--- config.mk ---
export PLATFORM = sky130hd
export DESIGN_NAME = verificador_jogada
export DESIGN_NICKNAME = d
export VERILOG_FILES = /design/src/rtl/jogo_pkg.sv /design/src/rtl/detector_pressao.sv /design/src/rtl/verificador_jogada.sv
export SDC_FILE = /design/constraint.sdc
export NUM_CORES = 1
export LEC_CHECK = 0
export ABC_AREA = 1
export BUFFER_PORTS_ARGS = -buffer_cell sky130_fd_sc_hd__buf_2
export CAP_MARGIN = 20
export CELL_PAD_IN_SITES_DETAIL_PLACEMENT = 1
export CELL_PAD_IN_SITES_GLOBAL_PLACEMENT = 1
export CORE_AREA = 2 2 94 114
export CTS_CLUSTER_SIZE = 14
export DETAILED_ROUTE_END_ITERATION = 10
export DIE_AREA = 0 0 96 116
export GPL_ROUTABILITY_DRIVEN = 0
export GPL_TIMING_DRIVEN = 0
export PLACE_DENSITY = 0.87
export SKIP_CTS_REPAIR_TIMING = 1
export SLEW_MARGIN = 20
export SYNTH_ARGS = -nofsm -noshare
export SYNTH_HDL_FRONTEND = slang
export SYNTH_SLANG_ARGS = --single-unit
--- constraint.sdc ---
create_clock -name clock -period 2.9 [get_ports clock]
set_input_delay 0.58 -clock clock [delete_from_list [all_inputs] [get_ports clock]]
set_output_delay 0.58 -clock clock [all_outputs]
set_load 0.05 [all_outputs]
--- src/rtl/jogo_pkg.sv ---
// jogo_pkg: shared widths and state encoding for the note-memory round controller
package jogo_pkg;
  localparam int TAM_NOTA = 7;
  localparam int TAM_END = 4;
  localparam int TAM_MUSICA = 3;
  typedef enum logic [3:0] {
    OCIOSO, PAUSA, LE_M, MOSTRA, INTERVALO, LE_J, ESPERA, COMPARA, FIM_ACERTO, FIM_ERRO
  } estado_t;
endpackage

--- src/rtl/detector_pressao.sv ---
// detector_pressao: flags the cycle buttons leave the all-released state and captures the pressed value
module detector_pressao
  import jogo_pkg::*;
(
  input  logic                clock,
  input  logic                reset_n,
  input  logic [TAM_NOTA-1:0] botoes,
  output logic                pressao,
  output logic [TAM_NOTA-1:0] valor
);
  logic [TAM_NOTA-1:0] botoes_q;
  assign pressao = botoes_q == '0 && botoes != '0;
  always_ff @(posedge clock or negedge reset_n)
    if (!reset_n) begin
      botoes_q <= '0;
      valor <= '0;
    end else begin
      botoes_q <= botoes;
      if (pressao) valor <= botoes;
    end
endmodule

--- src/rtl/verificador_jogada.sv ---
// verificador_jogada: plays each round's note sequence from memory, then checks the player's presses against it
module verificador_jogada
  import jogo_pkg::*;
#(
  parameter int TEMPO_NOTA = 25_000_000,
  parameter int TEMPO_PAUSA = 12_500_000,
  parameter int TEMPO_JOGADA = 250_000_000,
  parameter logic [TAM_END-1:0] ULTIMA_RODADA = 4'd15
) (
  input  logic                  clock,
  input  logic                  reset_n,
  input  logic                  iniciar,
  input  logic [TAM_MUSICA-1:0] musica_in,
  input  logic [TAM_NOTA-1:0]   botoes,
  input  logic [TAM_NOTA-1:0]   nota_memoria,
  output logic [TAM_END-1:0]    endereco,
  output logic [TAM_MUSICA-1:0] select_musica,
  output logic [TAM_NOTA-1:0]   tocar_nota,
  output logic [TAM_END-1:0]    rodada,
  output logic                  em_jogada,
  output logic                  acertou,
  output logic                  errou
);
  localparam int TMAX = TEMPO_JOGADA > TEMPO_NOTA
    ? (TEMPO_JOGADA > TEMPO_PAUSA ? TEMPO_JOGADA : TEMPO_PAUSA)
    : (TEMPO_NOTA > TEMPO_PAUSA ? TEMPO_NOTA : TEMPO_PAUSA);
  localparam int TW = $clog2(TMAX) + 1;
  estado_t estado, estado_n;
  logic [TW-1:0] timer;
  logic [TAM_END-1:0] endereco_n, rodada_n;
  logic [TAM_MUSICA-1:0] select_n;
  logic pressao, pausa_fim;
  logic [TAM_NOTA-1:0] valor;
  detector_pressao u_detector (
    .clock(clock),
    .reset_n(reset_n),
    .botoes(botoes),
    .pressao(pressao),
    .valor(valor)
  );
  assign pausa_fim = timer == TW'(TEMPO_PAUSA - 1);
  always_comb begin
    estado_n = estado;
    endereco_n = endereco;
    rodada_n = rodada;
    select_n = select_musica;
    case (estado)
      OCIOSO, FIM_ACERTO, FIM_ERRO:
        if (iniciar) begin
          estado_n = PAUSA;
          select_n = musica_in;
          rodada_n = '0;
          endereco_n = '0;
        end
      PAUSA:
        if (pausa_fim) begin
          estado_n = LE_M;
          endereco_n = '0;
        end
      LE_M: estado_n = MOSTRA;
      // one extra cycle here: the registered ROM word only reaches tocar_nota a cycle after MOSTRA begins
      MOSTRA: estado_n = timer == TW'(TEMPO_NOTA) ? INTERVALO : MOSTRA;
      INTERVALO:
        if (pausa_fim) begin
          estado_n = endereco == rodada ? LE_J : LE_M;
          endereco_n = endereco == rodada ? '0 : endereco + 4'd1;
        end
      LE_J: estado_n = ESPERA;
      ESPERA: estado_n = pressao ? COMPARA : timer == TW'(TEMPO_JOGADA - 1) ? FIM_ERRO : ESPERA;
      COMPARA:
        if (valor != nota_memoria) estado_n = FIM_ERRO;
        else if (endereco < rodada) begin
          estado_n = LE_J;
          endereco_n = endereco + 4'd1;
        end else if (rodada < ULTIMA_RODADA) begin
          estado_n = PAUSA;
          rodada_n = rodada + 4'd1;
        end else estado_n = FIM_ACERTO;
      default: estado_n = OCIOSO;
    endcase
  end
  always_ff @(posedge clock or negedge reset_n)
    if (!reset_n) begin
      estado <= OCIOSO;
      endereco <= '0;
      rodada <= '0;
      select_musica <= '0;
      tocar_nota <= '0;
      timer <= '0;
      em_jogada <= 1'b0;
      acertou <= 1'b0;
      errou <= 1'b0;
    end else begin
      estado <= estado_n;
      endereco <= endereco_n;
      rodada <= rodada_n;
      select_musica <= select_n;
      timer <= estado_n != estado ? '0 : &timer ? timer : timer + 1'b1;
      tocar_nota <= estado == MOSTRA && estado_n == MOSTRA ? nota_memoria : '0;
      em_jogada <= estado_n inside {ESPERA, COMPARA};
      acertou <= estado_n == FIM_ACERTO;
      errou <= estado_n == FIM_ERRO;
    end
endmodule
==> impl_metrics.py, run 1 <==
metrics = {
    "outcome": {
        "outcome": "finished clean",
    },
    "route": {
        "vias_per_cell": 5.22,
        "drtAntennaViolNets": 0,
        "dr.pass1.iters": 4,
        "drc": 0,
        "vias": 3970,
        "routed_wl_microns": 12000,
        "drt_iter0_markers": 107,
        "routedWlPerCell_microns": 15.8,
    },
    "sta": {
        "setup_viol": 0,
        "fin_crit_sh_pct": 92.0,
        "finalHoldViolCount": 0,
        "rsz0062_at_grt": "no",
        "worst_slew_pin_slew_ps": 592,
        "relSlewSlack_pct": 60.2,
        "clock-skew-final_ps": 5.44,
        "fmax_mhz": 375,
        "layout_min_cycle_time_ps": 2670,
        "finalSetupTns_ps": 0,
        "drv_slew": 0,
    },
    "synth": {
        "ys_ff_latch": 68,
        "synth_seq_area_share_pct": 39.4,
        "ys_types": 34,
        "synth_area_sq_um": 4320,
        "yosys.area.top_type_share_pct": 39.4,
        "yosysWarnings": 0,
        "syn_area_per_cell_sq_um": 7.46,
        "synth_ff_type": "dfrtp_1",
        "syn_nets": 607,
        "ys_async_sr_fraction_pct": 100,
        "synth_edf_count": 0,
        "netlist_instances": 579,
        "synthTopCellsByArea": "dfrtp_1, nand2_1, nor2_1",
        "synth_top_cell_by_area": "dfrtp_1",
    },
    "worst_setup_path": {
        "cp_data_required_time_ps": 3120,
        "path_max_fanout": 7,
        "endpoint_kind": "register",
        "cp_common_cell": "nand3_1",
        "cpMaxStageDelayCell": "dfrtp_1",
        "rr_endpoint": "timer[26]",
        "path_class": "register to register",
        "cp.arrival_ps": 2890,
        "r2r_cells": 13,
        "r2r-start": "timer[1]",
        "start_kind": "register",
        "regToRegSetupSlack_ps": 230,
        "worstPathCellList": "ha_1, nand3_1, inv_2, nand2_2, nor2_4, nand3_1, nor2_1, nand3_1, nor2_1, inv_1, nand2_1, xor2_1, nor2_4",
        "max_stage_delay_ps": 410,
    },
    "cells_and_area": {
        "n_fill_cell": 1294,
        "fin_cells": 761,
        "antenna_cells": 0,
        "syn_to_final_growth_pct": 16.2,
        "drive_gt1_share_pct": 18.7,
        "mostFrequentLayoutCells": "nand2_1, nor2_1, inv_1",
        "finalNetCount": 659,
        "layout_commonest_cell": "nand2_1",
    },
    "flow_run": {
        "drv_cap": 0,
    },
    "placed_design": {
        "dp_cells": 746,
        "dp.final_hpwl_microns": 9140,
        "portBuffers": 40,
    },
    "floorplanning": {
        "coreArea_sq_um": 9960,
        "dieArea_sq_um": 11100,
        "die_h_microns": 116,
        "start_util_pct": 43.4,
        "pin_count": 41,
        "fp-row-count": 40,
        "die_w_microns": 96,
    },
    "cts": {
        "cts_buffer_depth": 2,
        "cts_buffers": 9,
        "cts_root_buffer": "clkbuf_16",
        "h-tree-depth": 3,
        "cts_tree": "done",
        "clock_sinks": 68,
        "insertion_delay_ps": 340,
        "cts.clk_slew.worst_paths_ps": 60,
    },
    "global_route": {
        "grtUsageTotal_pct": 23.4,
        "antenna_found_initial": 0,
        "grt_overflow": 0,
        "grt_pass1_vias": 4250,
        "grt_max_degree": 40,
        "grt_first_pass_wirelength_microns": 20000,
    },
    "pwr": {
        "p_leak_nw": 2.36,
        "powerDensity_nw_per_um2": 787,
        "peakVddDrop_mv": 0.513,
    },
    "worst_hold_path": {
        "hold_class": "input port to asynchronous set/reset pin",
    },
}
## synth_stat cells, drive strengths merged, types with 3 or more instances
cell	instances
buf	8
nor2	119
o21ai	20
nand2	139
ha	8
mux2	4
inv	84
nor3	20
a21oi	13
xnor2	3
nand3	49
nand4	16
dfrtp	68
xor2	17
## worst max path at each step
stage | slack, ps | from | cells past startpoint | to
final | 230 | timer[1] | 13 | timer[26]
after global routing | 60 | timer[1] | 13 | timer[26]
after floorplan | 490 | rodada[2] | 16 | timer[2]
after global placement | 390 | timer[1] | 13 | timer[18]
after CTS | 160 | timer[1] | 13 | timer[26]
after detailed placement | 330 | botoes[5] | 14 | timer[8]
## final cells by class
type                            instances  area (sq um)  share of cell area [%]
Buffer                                 10          78.8                    1.57
Clock buffer                           11           243                    4.83
Clock inverter                          4          73.8                    1.47
Inverter                               84           315                    6.28
Multi-Input combinational cell        417          2230                    44.4
Sequential cell                        68          1700                    33.9
Tap cell                              126           158                    3.14
Timing Repair Buffer                   41           223                    4.43
## cells by family after synthesis
family                     share of synthesized area [%]
DFF                                                 39.4
adders and majority gates                           2.32
buffers and inverters                               9.12
AOI/OAI and AO/OA                                   4.34
xor gates and xnor gates                            4.05
muxes                                               1.27
and+or+nand+nor                                     39.5
## through the flow
| stage | worst slack, ps | hold WS [ps] | cell area [sq um] | utilization, % | power [W] |
|---|---|---|---|---|---|
| after CTS | 162 | 195 | 5020 | 50.4 | 0.00399 |
| after global routing | 58.7 | 205 | 5020 | 50.4 | 0.00414 |
| after floorplan | 495 | 284 | 4320 | - | 0.00244 |
| after global placement | 389 | 487 | 4680 | 47.0 | 0.00273 |
| final | 232 | 179 | 5020 | 50.4 | 0.00395 |
| after detailed placement | 332 | 498 | 4700 | 47.2 | 0.00280 |
## worst max-delay path, delay by kind of cell (launching register included)
family / cells / cell delay (ps)
xor gates and xnor gates: 1 / 330
adders and majority gates: 1 / 230
DFF: 1 / 410
and+or+nand+nor: 9 / 1260
buffers and inverters: 2 / 330
## flip-flops by register name, indices dropped and copies added (netlist names)
| name | count |
|---|---|
| estado | 4 |
| endereco | 4 |
| errou | 1 |
| rodada | 4 |
| select_musica | 3 |
| u_detector.valor | 7 |
| tocar_nota | 7 |
| timer | 29 |
| acertou | 1 |
| u_detector.botoes_q | 7 |
| em_jogada | 1 |
## power breakdown
| group | switching, W | internal, W |
|---|---|---|
| registers | 0.0000845 | 0.00107 |
| logic | 0.00115 | 0.000468 |
| clock network | 0.000406 | 0.000771 |
| total | 0.00165 | 0.00231 |
## layer usage
layer	vias up	share of wire (%)	GRT usage, %
li1	1918	-	-
met1	1935	39	25.6
met2	86	55	42.9
met3	31	3.9	5.33
met4	0	2.7	9.33
met5	-	0	0
Power figures use the tool's default switching activity.
==> run 2, diff against run 1 <==
--- a/config.mk
+++ b/config.mk
@@ -10,13 +10,14 @@
 export CAP_MARGIN = 20
 export CELL_PAD_IN_SITES_DETAIL_PLACEMENT = 1
 export CELL_PAD_IN_SITES_GLOBAL_PLACEMENT = 1
-export CORE_AREA = 2 2 94 114
+export CORE_AREA = 2 2 93 113
+export CTS_BUF_LIST = sky130_fd_sc_hd__clkbuf_8
 export CTS_CLUSTER_SIZE = 14
 export DETAILED_ROUTE_END_ITERATION = 10
-export DIE_AREA = 0 0 96 116
+export DIE_AREA = 0 0 95 115
 export GPL_ROUTABILITY_DRIVEN = 0
 export GPL_TIMING_DRIVEN = 0
-export PLACE_DENSITY = 0.87
+export PLACE_DENSITY = 0.88
 export SKIP_CTS_REPAIR_TIMING = 1
 export SLEW_MARGIN = 20
 export SYNTH_ARGS = -nofsm -noshare
==> impl_metrics.py, run 2 (synthesis gave the netlist of run 1 again) <==
metrics = {
    "global_route": {
        "grt_max_degree": 51,
        "grt_first_pass_wirelength_microns": 19900,
        "grt_pass1_vias": 4197,
        "antenna_found_initial": 0,
        "grtUsageTotal_pct": 23.7,
        "grt_overflow": 0,
    },
    "route": {
        "vias_per_cell": 5.21,
        "routed_wl_microns": 11800,
        "dr.pass1.iters": 4,
        "drc": 0,
        "drt_iter0_markers": 244,
        "vias": 3971,
        "drtAntennaViolNets": 0,
        "routedWlPerCell_microns": 15.5,
    },
    "floorplanning": {
        "die_h_microns": 115,
        "dieArea_sq_um": 10900,
        "pin_count": 41,
        "fp-row-count": 40,
        "start_util_pct": 43.8,
        "die_w_microns": 95,
        "coreArea_sq_um": 9860,
    },
    "worst_setup_path": {
        "cp.arrival_ps": 2970,
        "cp_data_required_time_ps": 3170,
        "endpoint_kind": "register",
        "path_max_fanout": 10,
        "start_kind": "register",
        "path_class": "register to register",
    },
    "pwr": {
        "clkPwrFrac_pct": 23.4,
        "switching_share_pct": 46.2,
        "p_int_w": 0.00195,
        "combPwrFrac_pct": 44.8,
        "seq_power_share_pct": 31.7,
        "powerDensity_nw_per_um2": 736,
        "peakVddDrop_mv": 0.461,
        "p_leak_nw": 2.30,
        "switchingPower_w": 0.00167,
    },
    "cells_and_area": {
        "largest_reg_flops": 29,
        "drive_gt1_share_pct": 19.0,
        "layout_commonest_cell": "nand2_1",
        "fin_cells": 762,
        "antenna_cells": 0,
        "syn_to_final_growth_pct": 13.7,
        "mostFrequentLayoutCells": "nand2_1, nor2_1, inv_1",
        "finalNetCount": 659,
        "regMostFlops": "timer",
    },
    "cts": {
        "cts_buffer_depth": 2,
        "clock_sinks": 68,
        "cts_buffers": 9,
        "h-tree-depth": 3,
        "cts_tree": "done",
        "insertion_delay_ps": 380,
        "cts.clk_slew.worst_paths_ps": 90,
        "cts_root_buffer": "clkbuf_8",
    },
    "sta": {
        "timing.final.ws_setup_ps": 200,
        "layout_min_cycle_time_ps": 2700,
        "rsz0062_at_grt": "no",
        "clock-skew-final_ps": 12.8,
        "setup_viol": 0,
        "finalHoldViolCount": 0,
        "fin_crit_sh_pct": 93.1,
        "worst_slew_pin_slew_ps": 618,
        "drv_slew": 0,
        "relSlewSlack_pct": 58.4,
        "finalSetupTns_ps": 0,
        "fmax_mhz": 370,
    },
    "outcome": {
        "outcome": "finished clean",
    },
    "flow_run": {
        "drv_cap": 0,
    },
    "placed_design": {
        "portBuffers": 40,
        "dp.final_hpwl_microns": 8890,
        "dp_cells": 746,
        "place_ws_ps": 292,
    },
    "worst_hold_path": {
        "hold_class": "input port to asynchronous set/reset pin",
    },
}
==> run 2: changes by cell type in the layout (fill, tap and decap cells not counted), sizes merged <==
cell and change:
clkinvlp +2, inv +4, clkbuf -2, bufinv -1
clkinv -2
==> run 2: power by group through the flow <==
stage / combinational (W) / clock (W) / sequential [W]
5_1_grt: 0.00175 / 0.000898 / 0.00116
3_3_place_gp: 0.00158 / 0 / 0.00116
6_report: 0.00162 / 0.000848 / 0.00115
3_5_place_dp: 0.00163 / 0 / 0.00116
2_1_floorplan: 0.00104 / 0 / 0.00139
4_1_cts: 0.00165 / 0.000860 / 0.00115
==> run 2: critical path, stage by stage (launching register included) <==
cell     delay [ps]
dfrtp_1         410
ha_1            220
nand3_1         170
inv_2           150
nand2_2         110
nor2_2          260
inv_1            90
nor2_1          190
nand3_1         150
buf_2           230
nand4_1         170
nor2_1          130
xor2_1          250
nor2_4           60
==> run 2: final timing paths <==
path / startpoint / to / slack, ps / depth (start not counted)
max in group asynchronous: reset_n / u_detector.botoes_q[3] / 2290 / 2
setup / recovery: timer[1] / timer[18] / 200 / 13
min in group clock: botoes[4] / u_detector.botoes_q[4] / 330 / 1
hold / removal: reset_n / tocar_nota[2] / 70 / 1
setup reg to reg: timer[1] / timer[18] / 200 / 13
hold reg to reg: select_musica[2] / select_musica[2] / 510 / 1
==> run 2: final cells by class <==
cell class | instances | area [sq um]
clock inverters | 7 | 80.1
well taps | 126 | 158
clock buffers | 9 | 124
flip-flops and latches | 68 | 1700
multi-input cells | 417 | 2230
repair buffers | 41 | 230
fillers | 1249 | 4950
plain buffers | 10 | 78.8
inverters | 84 | 315
==> run 2: through the flow <==
stage	area [sq um]	hold slack (ps)	util, %	power, W
2_1_floorplan	4320	284	-	0.00244
3_3_place_gp	4680	486	47.5	0.00273
3_5_place_dp	4710	484	47.8	0.00279
4_1_cts	4910	78.1	49.8	0.00366
5_1_grt	4910	90.8	49.8	0.00381
6_report	4910	70.9	49.8	0.00362
==> run 2: metal layers <==
layer | vias up | track usage [%] | routed length [microns]
met2 | 66 | 43.0 | 6350
met3 | 34 | 3.41 | 280
met1 | 1944 | 27.2 | 4770
met4 | 0 | 11.0 | 373
li1 | 1927 | - | -
met5 | - | 0 | 0
==> run 3, diff against run 2 <==
--- a/config.mk
+++ b/config.mk
@@ -8,16 +8,14 @@
 export ABC_AREA = 1
 export BUFFER_PORTS_ARGS = -buffer_cell sky130_fd_sc_hd__buf_2
 export CAP_MARGIN = 20
-export CELL_PAD_IN_SITES_DETAIL_PLACEMENT = 1
-export CELL_PAD_IN_SITES_GLOBAL_PLACEMENT = 1
-export CORE_AREA = 2 2 93 113
+export CORE_AREA = 2 2 87 89
 export CTS_BUF_LIST = sky130_fd_sc_hd__clkbuf_8
 export CTS_CLUSTER_SIZE = 14
 export DETAILED_ROUTE_END_ITERATION = 10
-export DIE_AREA = 0 0 95 115
+export DIE_AREA = 0 0 89 91
 export GPL_ROUTABILITY_DRIVEN = 0
 export GPL_TIMING_DRIVEN = 0
-export PLACE_DENSITY = 0.88
+export PLACE_DENSITY = 0.89
 export SKIP_CTS_REPAIR_TIMING = 1
 export SLEW_MARGIN = 20
 export SYNTH_ARGS = -nofsm -noshare
==> impl_metrics.py, run 3 (synthesis gave the netlist of run 1 again) <==
metrics = {
    "worst_setup_path": {
        "max_stage_delay_ps": 410,
        "cpMaxStageDelayCell": "dfrtp_1",
        "regToRegSetupSlack_ps": 430,
        "r2r_cells": 13,
        "worstSetupStartpoint": "timer[1]",
        "worstPathCellList": "ha_1, nand3_1, inv_2, nand2_2, nor2_2, inv_1, nor2_1, nand3_1, buf_2, nand4_1, nor2_1, xor2_1, nor2_4",
        "start_kind": "register",
        "cp_data_required_time_ps": 3140,
        "path_max_fanout": 10,
        "rr_endpoint": "timer[18]",
        "r2r-start": "timer[1]",
        "path_class": "register to register",
        "crit_end": "timer[18]",
        "endpoint_kind": "register",
        "cp.arrival_ps": 2710,
    },
    "pwr": {
        "p_leak_nw": 2.30,
        "total_power_w": 0.00353,
        "clkPwrFrac_pct": 23.0,
        "p_int_w": 0.00194,
        "peakVddDrop_mv": 0.388,
        "powerDensity_nw_per_um2": 725,
        "combPwrFrac_pct": 44.7,
        "switchingPower_w": 0.00159,
        "switching_share_pct": 45.0,
        "seq_power_share_pct": 32.3,
    },
    "placed_design": {
        "dp.final_hpwl_microns": 7200,
        "place_ws_ps": 333,
        "portBuffers": 40,
    },
    "route": {
        "drt_iter0_markers": 338,
        "wl_met1_microns": 4200,
        "dr.pass1.iters": 5,
        "routed.top_layer": "met4",
        "vias_per_cell": 5.37,
        "routedWlPerCell_microns": 13.3,
        "met3_length_microns": 515,
        "vias": 3946,
        "drc": 0,
        "drtAntennaViolNets": 0,
        "met2_length_microns": 4770,
        "routed_wl_microns": 9770,
    },
    "floorplanning": {
        "coreArea_sq_um": 7140,
        "dieArea_sq_um": 8100,
        "pin_count": 41,
        "start_util_pct": 60.6,
        "die_w_microns": 89,
        "die_h_microns": 91,
        "fp-row-count": 31,
    },
    "sta": {
        "layout_min_cycle_time_ps": 2470,
        "worst_slew_pin_slew_ps": 575,
        "timing.final.ws_setup_ps": 434,
        "clock-skew-final_ps": 10.2,
        "finalSetupTns_ps": 0,
        "fin_hold_ws_ps": 170,
        "rsz0062_at_grt": "no",
        "fmax_mhz": 406,
        "setup_viol": 0,
        "fin_crit_sh_pct": 85.0,
        "drv_slew": 0,
        "finalHoldViolCount": 0,
        "relSlewSlack_pct": 61.3,
    },
    "global_route": {
        "grt_max_degree": 36,
        "antenna_found_initial": 0,
        "grt_first_pass_wirelength_microns": 16700,
        "grtUsageTotal_pct": 26.0,
        "grt_pass1_vias": 3802,
        "grt_overflow": 0,
    },
    "cells_and_area": {
        "n_fill_cell": 584,
        "multi_input_area_sq_um": 2230,
        "final-seq-area_sq_um": 1700,
        "syn_to_final_growth_pct": 12.7,
        "layout_commonest_cell": "nand2_1",
        "regMostFlops": "timer",
        "finalNetCount": 659,
        "mostFrequentLayoutCells": "nand2_1, nor2_1, inv_1",
        "antenna_cells": 0,
        "drive_gt1_share_pct": 19.0,
        "largest_reg_flops": 29,
    },
    "outcome": {
        "outcome": "finished clean",
    },
    "cts": {
        "h-tree-depth": 3,
        "cts_root_buffer": "clkbuf_8",
        "clock_sinks": 68,
        "cts.clk_slew.worst_paths_ps": 80,
        "cts_buffers": 9,
        "cts_buffer_depth": 2,
        "insertion_delay_ps": 350,
        "cts_tree": "done",
    },
    "worst_hold_path": {
        "hold_class": "input port to asynchronous set/reset pin",
    },
    "flow_run": {
        "drv_cap": 0,
    },
}
[run 3: power groups by stage]
stage,Combinational (W),Sequential [W],Clock [W]
final,0.00158,0.00114,0.000812
after global routing,0.00170,0.00116,0.000861
after CTS,0.00158,0.00114,0.000819
after detailed placement,0.00158,0.00116,0
after global placement,0.00154,0.00115,0
after floorplan,0.00104,0.00139,0
[run 3: final cells by class]
type,count,share of cell area [%]
plain buffers,10,1.62
clock buffers,9,2.54
clock inverters,7,1.64
inverters,84,6.47
multi-input cells,417,45.7
flip-flops and latches,68,34.9
well taps,99,2.54
repair buffers,41,4.57
[run 3: worst min path at each step]
stage,from,endpoint,slack (ps),cells past startpoint
2_1_floorplan,reset_n,acertou,280,0
3_3_place_gp,select_musica[1],select_musica[1],480,1
3_5_place_dp,select_musica[0],select_musica[0],500,1
4_1_cts,reset_n,timer[1],180,1
5_1_grt,reset_n,timer[24],200,1
6_report,reset_n,timer[8],170,1
[run 3: worst max-delay path: cells and delay by family, from the launching register on]
| kind | cells | cell delay [ps] |
|---|---|---|
| adders and majority gates | 1 | 210 |
| and+or+nand+nor | 8 | 1090 |
| buffers and inverters | 3 | 420 |
| xor gates and xnor gates | 1 | 230 |
| DFF | 1 | 410 |
[run 3: metrics by stage]
stage / area [sq um] / std cells / util, %
after floorplan: 4320 / 579 / -
after global placement: 4650 / 718 / 65.1
after detailed placement: 4670 / 719 / 65.4
after CTS: 4870 / 735 / 68.3
after global routing: 4870 / 735 / 68.3
final: 4870 / 735 / 68.3
[run 3: metal layers]
layer | vias to the layer above | track usage, %
li1 | 1927 | -
met1 | 1824 | 33.6
met2 | 161 | 42.5
met3 | 34 | 4.45
met4 | 0 | 11.3
met5 | - | 0
